### src/rtl/clk_div_cfg_arb_pkg.sv
// Shared types and default widths for the clock-divider configuration arbiter.
package clk_div_cfg_arb_pkg;

  localparam int DEF_NUM_REQ         = 2;
  localparam int DEF_DIV_VALUE_WIDTH = 32;
  localparam int DEF_TIMEOUT_WIDTH   = 8;

  typedef enum logic [1:0] {
    IDLE = 2'd0,
    LOAD = 2'd1,
    WAIT = 2'd2,
    ACK  = 2'd3
  } clk_div_cfg_state_e;

endpackage

### src/rtl/clk_div_cfg_arb_rr_arb_ptr.sv
// Round-robin pick: lowest requesting index at or above ptr, wrapping.
module rr_arb_ptr #(
  parameter int NUM_REQ = 2,
  parameter int IDX_W   = 1
) (
  input  logic [NUM_REQ-1:0] req,
  input  logic [IDX_W-1:0]   ptr,
  output logic [NUM_REQ-1:0] grant,
  output logic [IDX_W-1:0]   idx
);
  logic found;
  int   j;

  always_comb begin
    grant = '0;
    idx   = '0;
    found = 1'b0;
    j     = 0;
    for (int i = 0; i < NUM_REQ; i++) begin
      j = int'(ptr) + i;
      if (j >= NUM_REQ) j = j - NUM_REQ;
      if (!found && req[j]) begin
        found    = 1'b1;
        grant[j] = 1'b1;
        idx      = IDX_W'(j);
      end
    end
  end
endmodule

### src/rtl/dffr.sv
// Enabled D flip-flop with asynchronous active-low reset to zero.
module dffr #(
  parameter int W = 1
) (
  input  logic         clk,
  input  logic         rst_n,
  input  logic         en,
  input  logic [W-1:0] d,
  output logic [W-1:0] q
);
  always_ff @(posedge clk or negedge rst_n) begin
    if (!rst_n)  q <= '0;
    else if (en) q <= d;
  end
endmodule

### src/rtl/clk_div_cfg_arb.sv
// Arbitrates divider reconfiguration requests and sequences load/done/ack.
// Optional done-wait timeout with sticky err_o: define CLK_DIV_CFG_TIMEOUT_EN.
module clk_div_cfg_arb
  import clk_div_cfg_arb_pkg::*;
#(
  parameter int NUM_REQ         = DEF_NUM_REQ,
  parameter int DIV_VALUE_WIDTH = DEF_DIV_VALUE_WIDTH,
  parameter int TIMEOUT_WIDTH   = DEF_TIMEOUT_WIDTH
) (
  input  logic                                   clk_i,
  input  logic                                   rst_n_i,
  input  logic [NUM_REQ-1:0]                     req_i,
  input  logic [NUM_REQ-1:0][DIV_VALUE_WIDTH-1:0] req_div_i,
  input  logic [NUM_REQ-1:0]                     req_init_i,
  output logic [NUM_REQ-1:0]                     ack_o,
  output logic [DIV_VALUE_WIDTH-1:0]             div_o,
  output logic                                   clk_init_o,
  output logic                                   div_valid_o,
  input  logic                                   div_ready_i,
  input  logic                                   div_done_i,
`ifdef CLK_DIV_CFG_TIMEOUT_EN
  output logic                                   err_o,
`endif
  output logic                                   busy_o
);
  localparam int IDX_W = (NUM_REQ > 1) ? $clog2(NUM_REQ) : 1;

  logic [1:0]         state_q;
  clk_div_cfg_state_e state, state_d;
  logic [IDX_W-1:0]   ptr_q, ptr_d, grant_idx;
  logic [NUM_REQ-1:0] grant, win_q;
  logic               loaded_q;
  logic               grab, loaded_set, wait_entry, tmo_hit;

  assign state = clk_div_cfg_state_e'(state_q);

  rr_arb_ptr #(.NUM_REQ(NUM_REQ), .IDX_W(IDX_W)) u_rr (
    .req(req_i), .ptr(ptr_q), .grant(grant), .idx(grant_idx)
  );

  assign ptr_d = (grant_idx == IDX_W'(NUM_REQ - 1)) ? '0 : grant_idx + IDX_W'(1);

  always_comb begin
    state_d    = state;
    grab       = 1'b0;
    loaded_set = 1'b0;
    wait_entry = 1'b0;
    case (state)
      IDLE: if (|req_i) begin
        grab = 1'b1;
        // Same setting already in the divider: nothing to load.
        if (loaded_q && req_div_i[grant_idx] == div_o && req_init_i[grant_idx] == clk_init_o)
          state_d = ACK;
        else
          state_d = LOAD;
      end
      LOAD: if (div_ready_i) begin
        state_d    = WAIT;
        wait_entry = 1'b1;
      end
      WAIT: if (div_done_i) begin
        state_d    = ACK;
        loaded_set = 1'b1;
      end else if (tmo_hit) begin
        state_d = ACK;
      end
      ACK:     state_d = IDLE;
      default: state_d = IDLE;
    endcase
  end

  dffr #(.W(2))               u_state  (.clk(clk_i), .rst_n(rst_n_i), .en(1'b1),       .d(state_d),               .q(state_q));
  dffr #(.W(IDX_W))           u_ptr    (.clk(clk_i), .rst_n(rst_n_i), .en(grab),       .d(ptr_d),                 .q(ptr_q));
  dffr #(.W(NUM_REQ))         u_win    (.clk(clk_i), .rst_n(rst_n_i), .en(grab),       .d(grant),                 .q(win_q));
  dffr #(.W(DIV_VALUE_WIDTH)) u_div    (.clk(clk_i), .rst_n(rst_n_i), .en(grab),       .d(req_div_i[grant_idx]),  .q(div_o));
  dffr #(.W(1))               u_init   (.clk(clk_i), .rst_n(rst_n_i), .en(grab),       .d(req_init_i[grant_idx]), .q(clk_init_o));
  dffr #(.W(1))               u_loaded (.clk(clk_i), .rst_n(rst_n_i), .en(loaded_set), .d(1'b1),                  .q(loaded_q));

`ifdef CLK_DIV_CFG_TIMEOUT_EN
  logic [TIMEOUT_WIDTH-1:0] cnt_q, cnt_inc;
  logic                     cnt_en;

  assign cnt_inc = cnt_q + TIMEOUT_WIDTH'(1);
  assign cnt_en  = wait_entry || (state == WAIT);
  assign tmo_hit = &cnt_inc;

  dffr #(.W(TIMEOUT_WIDTH)) u_cnt (.clk(clk_i), .rst_n(rst_n_i), .en(cnt_en),
                                   .d(wait_entry ? '0 : cnt_inc), .q(cnt_q));
  dffr #(.W(1)) u_err (.clk(clk_i), .rst_n(rst_n_i), .en(state == WAIT && !div_done_i && tmo_hit),
                       .d(1'b1), .q(err_o));
`else
  assign tmo_hit = 1'b0;
  // The timeout width only sizes the counter that this build leaves out.
  if (TIMEOUT_WIDTH < 1) begin : g_bad_timeout_width
  end
`endif

  assign div_valid_o = (state == LOAD);
  assign busy_o      = (state != IDLE);
  assign ack_o       = (state == ACK) ? win_q : '0;

endmodule
### config.mk
export PLATFORM = sky130hd
export DESIGN_NAME = clk_div_cfg_arb
export DESIGN_NICKNAME = d
export VERILOG_FILES = /design/src/rtl/clk_div_cfg_arb_pkg.sv /design/src/rtl/clk_div_cfg_arb_rr_arb_ptr.sv /design/src/rtl/dffr.sv /design/src/rtl/clk_div_cfg_arb.sv
export SDC_FILE = /design/constraint.sdc
export NUM_CORES = 1
export LEC_CHECK = 0
export BUFFER_PORTS_ARGS = -buffer_cell sky130_fd_sc_hd__buf_2
export CAP_MARGIN = 10
export CORE_ASPECT_RATIO = 1.25
export CORE_MARGIN = 1.5
export CORE_UTILIZATION = 52
export CTS_CLUSTER_SIZE = 28
export DETAILED_ROUTE_END_ITERATION = 12
export PLACE_DENSITY = 0.91
export SLEW_MARGIN = 25
export SYNTH_ARGS = -nofsm -noshare
export SYNTH_HDL_FRONTEND = slang
export SYNTH_HIERARCHICAL = 1
export SYNTH_SLANG_ARGS = --single-unit
### constraint.sdc
create_clock -name clk_i -period 5 [get_ports clk_i]
set_input_delay 0.25 -clock clk_i [delete_from_list [all_inputs] [get_ports clk_i]]
set_output_delay 0.25 -clock clk_i [all_outputs]
set_load 0.02 [all_outputs]
==> impl_results.md <==
* 1st-iter DRT viols at 49
* Worst-path fanout max at 24
* Clock Skews at 0.00487 ns
* Die area at 5400 um2
* IO Count at 109
* GR Util met2 at 39.2%
* CTS tree: done
* Crit-path slowest cell: buf_4
* Dominant synthesized flop cell: dfrtp_1
* Post-cts resize count at 0
* Area leader, netlist: dfrtp_1
* Ys Warns at 6
* Final worst-path cycle share at 57.6%
* Wirelength per Cell at 15.1 um
* Top cells by count, synth: 52 x mux2_4, 39 x dfrtp_1, 32 x xor2_1
* CTS H-tree lvls at 2
* Hold buffer count at cts at 0
* Setup violators final at 0
* Final Hold Violating Endpoints at 0
* Antenna violations before repair at 0
* Cell count after synthesis at 181
* Die Width at 66 um
* HP Class: in -> async
* Num CTS Buffers at 5
* Initial Util at 54.1%
* Cell Rows at 28
* Post-synth EDFFs at 0
* Startpoint Class: flop
* FF-to-FF End: u_state/q[1]
* GRT Overall Usage at 21.2%
* Multi-input logic area at 1500 um2
* Sequential fraction of the synthesis area at 37.8%
* Leak pwr at 1.65 nW
* Layout cells sized above 1 at 66.9%
* Root Buffer Master: clkbuf_8
* Placeable Area at 4760 um2
* Ranking of synthesized cells by area: dfrtp_1 38%, mux2_4 30%, xor2_1 11%
* TritonCTS Sinks at 39
* Fmax achieved at 347 MHz
* PD cells at 608 nW/um2
* Top cell type's share of synthesized area at 37.8%
* #FFs+latches synth at 39
* # diodes at 0
* Cell with the most instances after synthesis: mux2_4
* Clk Latency, worst-skew pair at 0.28 ns
* DRT Pass-1 Iters at 4
* Worst flop-to-flop path startpoint: u_ptr/q
* Clock slew at reported path FFs at 0.08 ns
* Number of I/O port buffers at 108
* CP Data Arrival Time at 3.11 ns
* CP Cell Sequence: inv_1 -> a21boi_4 -> buf_4 -> mux2_4 -> xor2_1 -> nor4_1 -> nand4_1 -> o31ai_2 -> mux2_2
* Routed Antenna Nets at 0
* Via count at 1788
* Slew headroom at 42.0%
* Post-Synthesis Cell Area at 2580 um2
* Hold WS at 0.0788 ns
* Postcts setup bufs at 0
* Worst-Margin Slew at 0.869 ns
* Required @ worst endpoint at 5.23 ns
* Largest net degree at the start of global routing at 40
* Met1 usage in global routing at 25.3%
* Yosys cell types at 23
* Kind of critical path: reg -> reg
* WL final at 5320 um
* Register area at 976 um2
* Vias in the first global route at 1864
* Max_cap viols at 0
* Via density at 5.07
* Status: completed
* Slew Viols, Final at 0
* Syn_area_per_cell at 14.3 um2
* DRC Markers at 0
* First-pass GRT wire length at 8630 um
* Fin crit period at 2.88 ns
* Routability cong. at 0.770
* CP max stage delay at 0.45 ns
* FFs w/ async S/R, synth at 100%
* Final HPWL DP at 4040 um
* Grt ovf at 0
* Area Growth Syn to Fin at 24.8%
* Final-layout fill cell count at 386
* Setup crit start: u_ptr/q
* Die H at 81.8 um
* CP Capture Type: flop
* Gr busiest metal: met2
* R2R cell count at 9
* RSZ-0062 raised after global routing: false
* Final setup TNS at 0 ns
* Bufs on Longest Clock Path at 2
* Cell Count, Final, Fillers Out at 353
* GRT met3 Usage at 2.88%
* Nets@finish at 364
* Worst vdd ir at 0.309 mV
* Dpl cells at 345
* Reg2reg setup slack at 2.12 ns
## stage by stage
stage	setup slack, ns	utilization, %	power, mW	cell area, um2
2_1_floorplan	2.90	-	1.49	2590
3_3_place_gp	2.21	65.5	1.70	3120
3_5_place_dp	2.14	65.5	1.74	3120
4_1_cts	2.12	67.6	1.98	3220
5_1_grt	1.96	67.6	2.08	3220
6_report	2.12	67.6	1.96	3220
## metal layers
metal,share of wire (%),wire length (um),vias up
met5,0,0,-
met4,1.3,70,0
met3,3.9,206,6
met2,53,2820,59
met1,42,2220,862
li1,-,-,861
## cells in the final DEF, fill, tap and decap left out, drive strengths merged
cell type,n
a21boi,3
xor2,32
a211o,1
nand3,1
o31ai,1
dfrtp,39
and3,2
or2,1
inv,3
nand4,2
nor2,2
buf,110
and2,1
nor4,8
a21oi,1
nor2b,2
conb,3
xnor2,1
clkbuf,8
mux2,72
## worst max-delay path by stage
stage / to / slack [ns] / cells after the start
CTS: u_state/q[1] / 2.12 / 9
detailed placement: u_state/q[1] / 2.14 / 9
global route: u_state/q[1] / 1.96 / 9
floorplan: u_state/q[1] / 2.90 / 10
global placement: u_state/q[1] / 2.21 / 9
finish: u_state/q[1] / 2.12 / 9
## power by group
group          leakage (nW)  switching [mW]  internal (mW)
Sequential            0.458           0.153          0.480
Combinational          1.14           0.527          0.567
Clock                0.0515           0.106          0.126
## area by class of cell
cell class	instances	share of cell area [%]
sequential	39	30.3
multi-input combinational	133	46.7
timing repair buffer	110	17.2
inverter	3	0.350
clock buffer	8	3.11
tap	60	2.33
## worst max-delay path, delay by kind of cell, from the launching register on
family / cells / cell delay (ns)
and+or+nand+nor: 2 / 0.58
buffers and inverters: 2 / 0.55
AOI/OAI and AO/OA: 2 / 0.63
xor gates and xnor gates: 1 / 0.14
DFF: 1 / 0.39
muxes: 2 / 0.53
## state kept, by name (all words and copies together) (netlist names)
| signal | count |
|---|---|
| u_init/q | 1 |
| u_ptr/q | 1 |
| u_loaded/q | 1 |
| u_state/q | 2 |
| u_win/q | 2 |
| u_div/q | 32 |
## logic make-up after synthesis
family | count (synthesis) | synth area share [%]
flops | 39 | 37.8
simple gates | 19 | 4.85
xor+xnor | 33 | 11.2
other cells | 1 | 0.145
compound gates | 6 | 2.04
buf+inv | 11 | 4.95
mux | 72 | 39.0
Power figures use the tool's default switching activity.
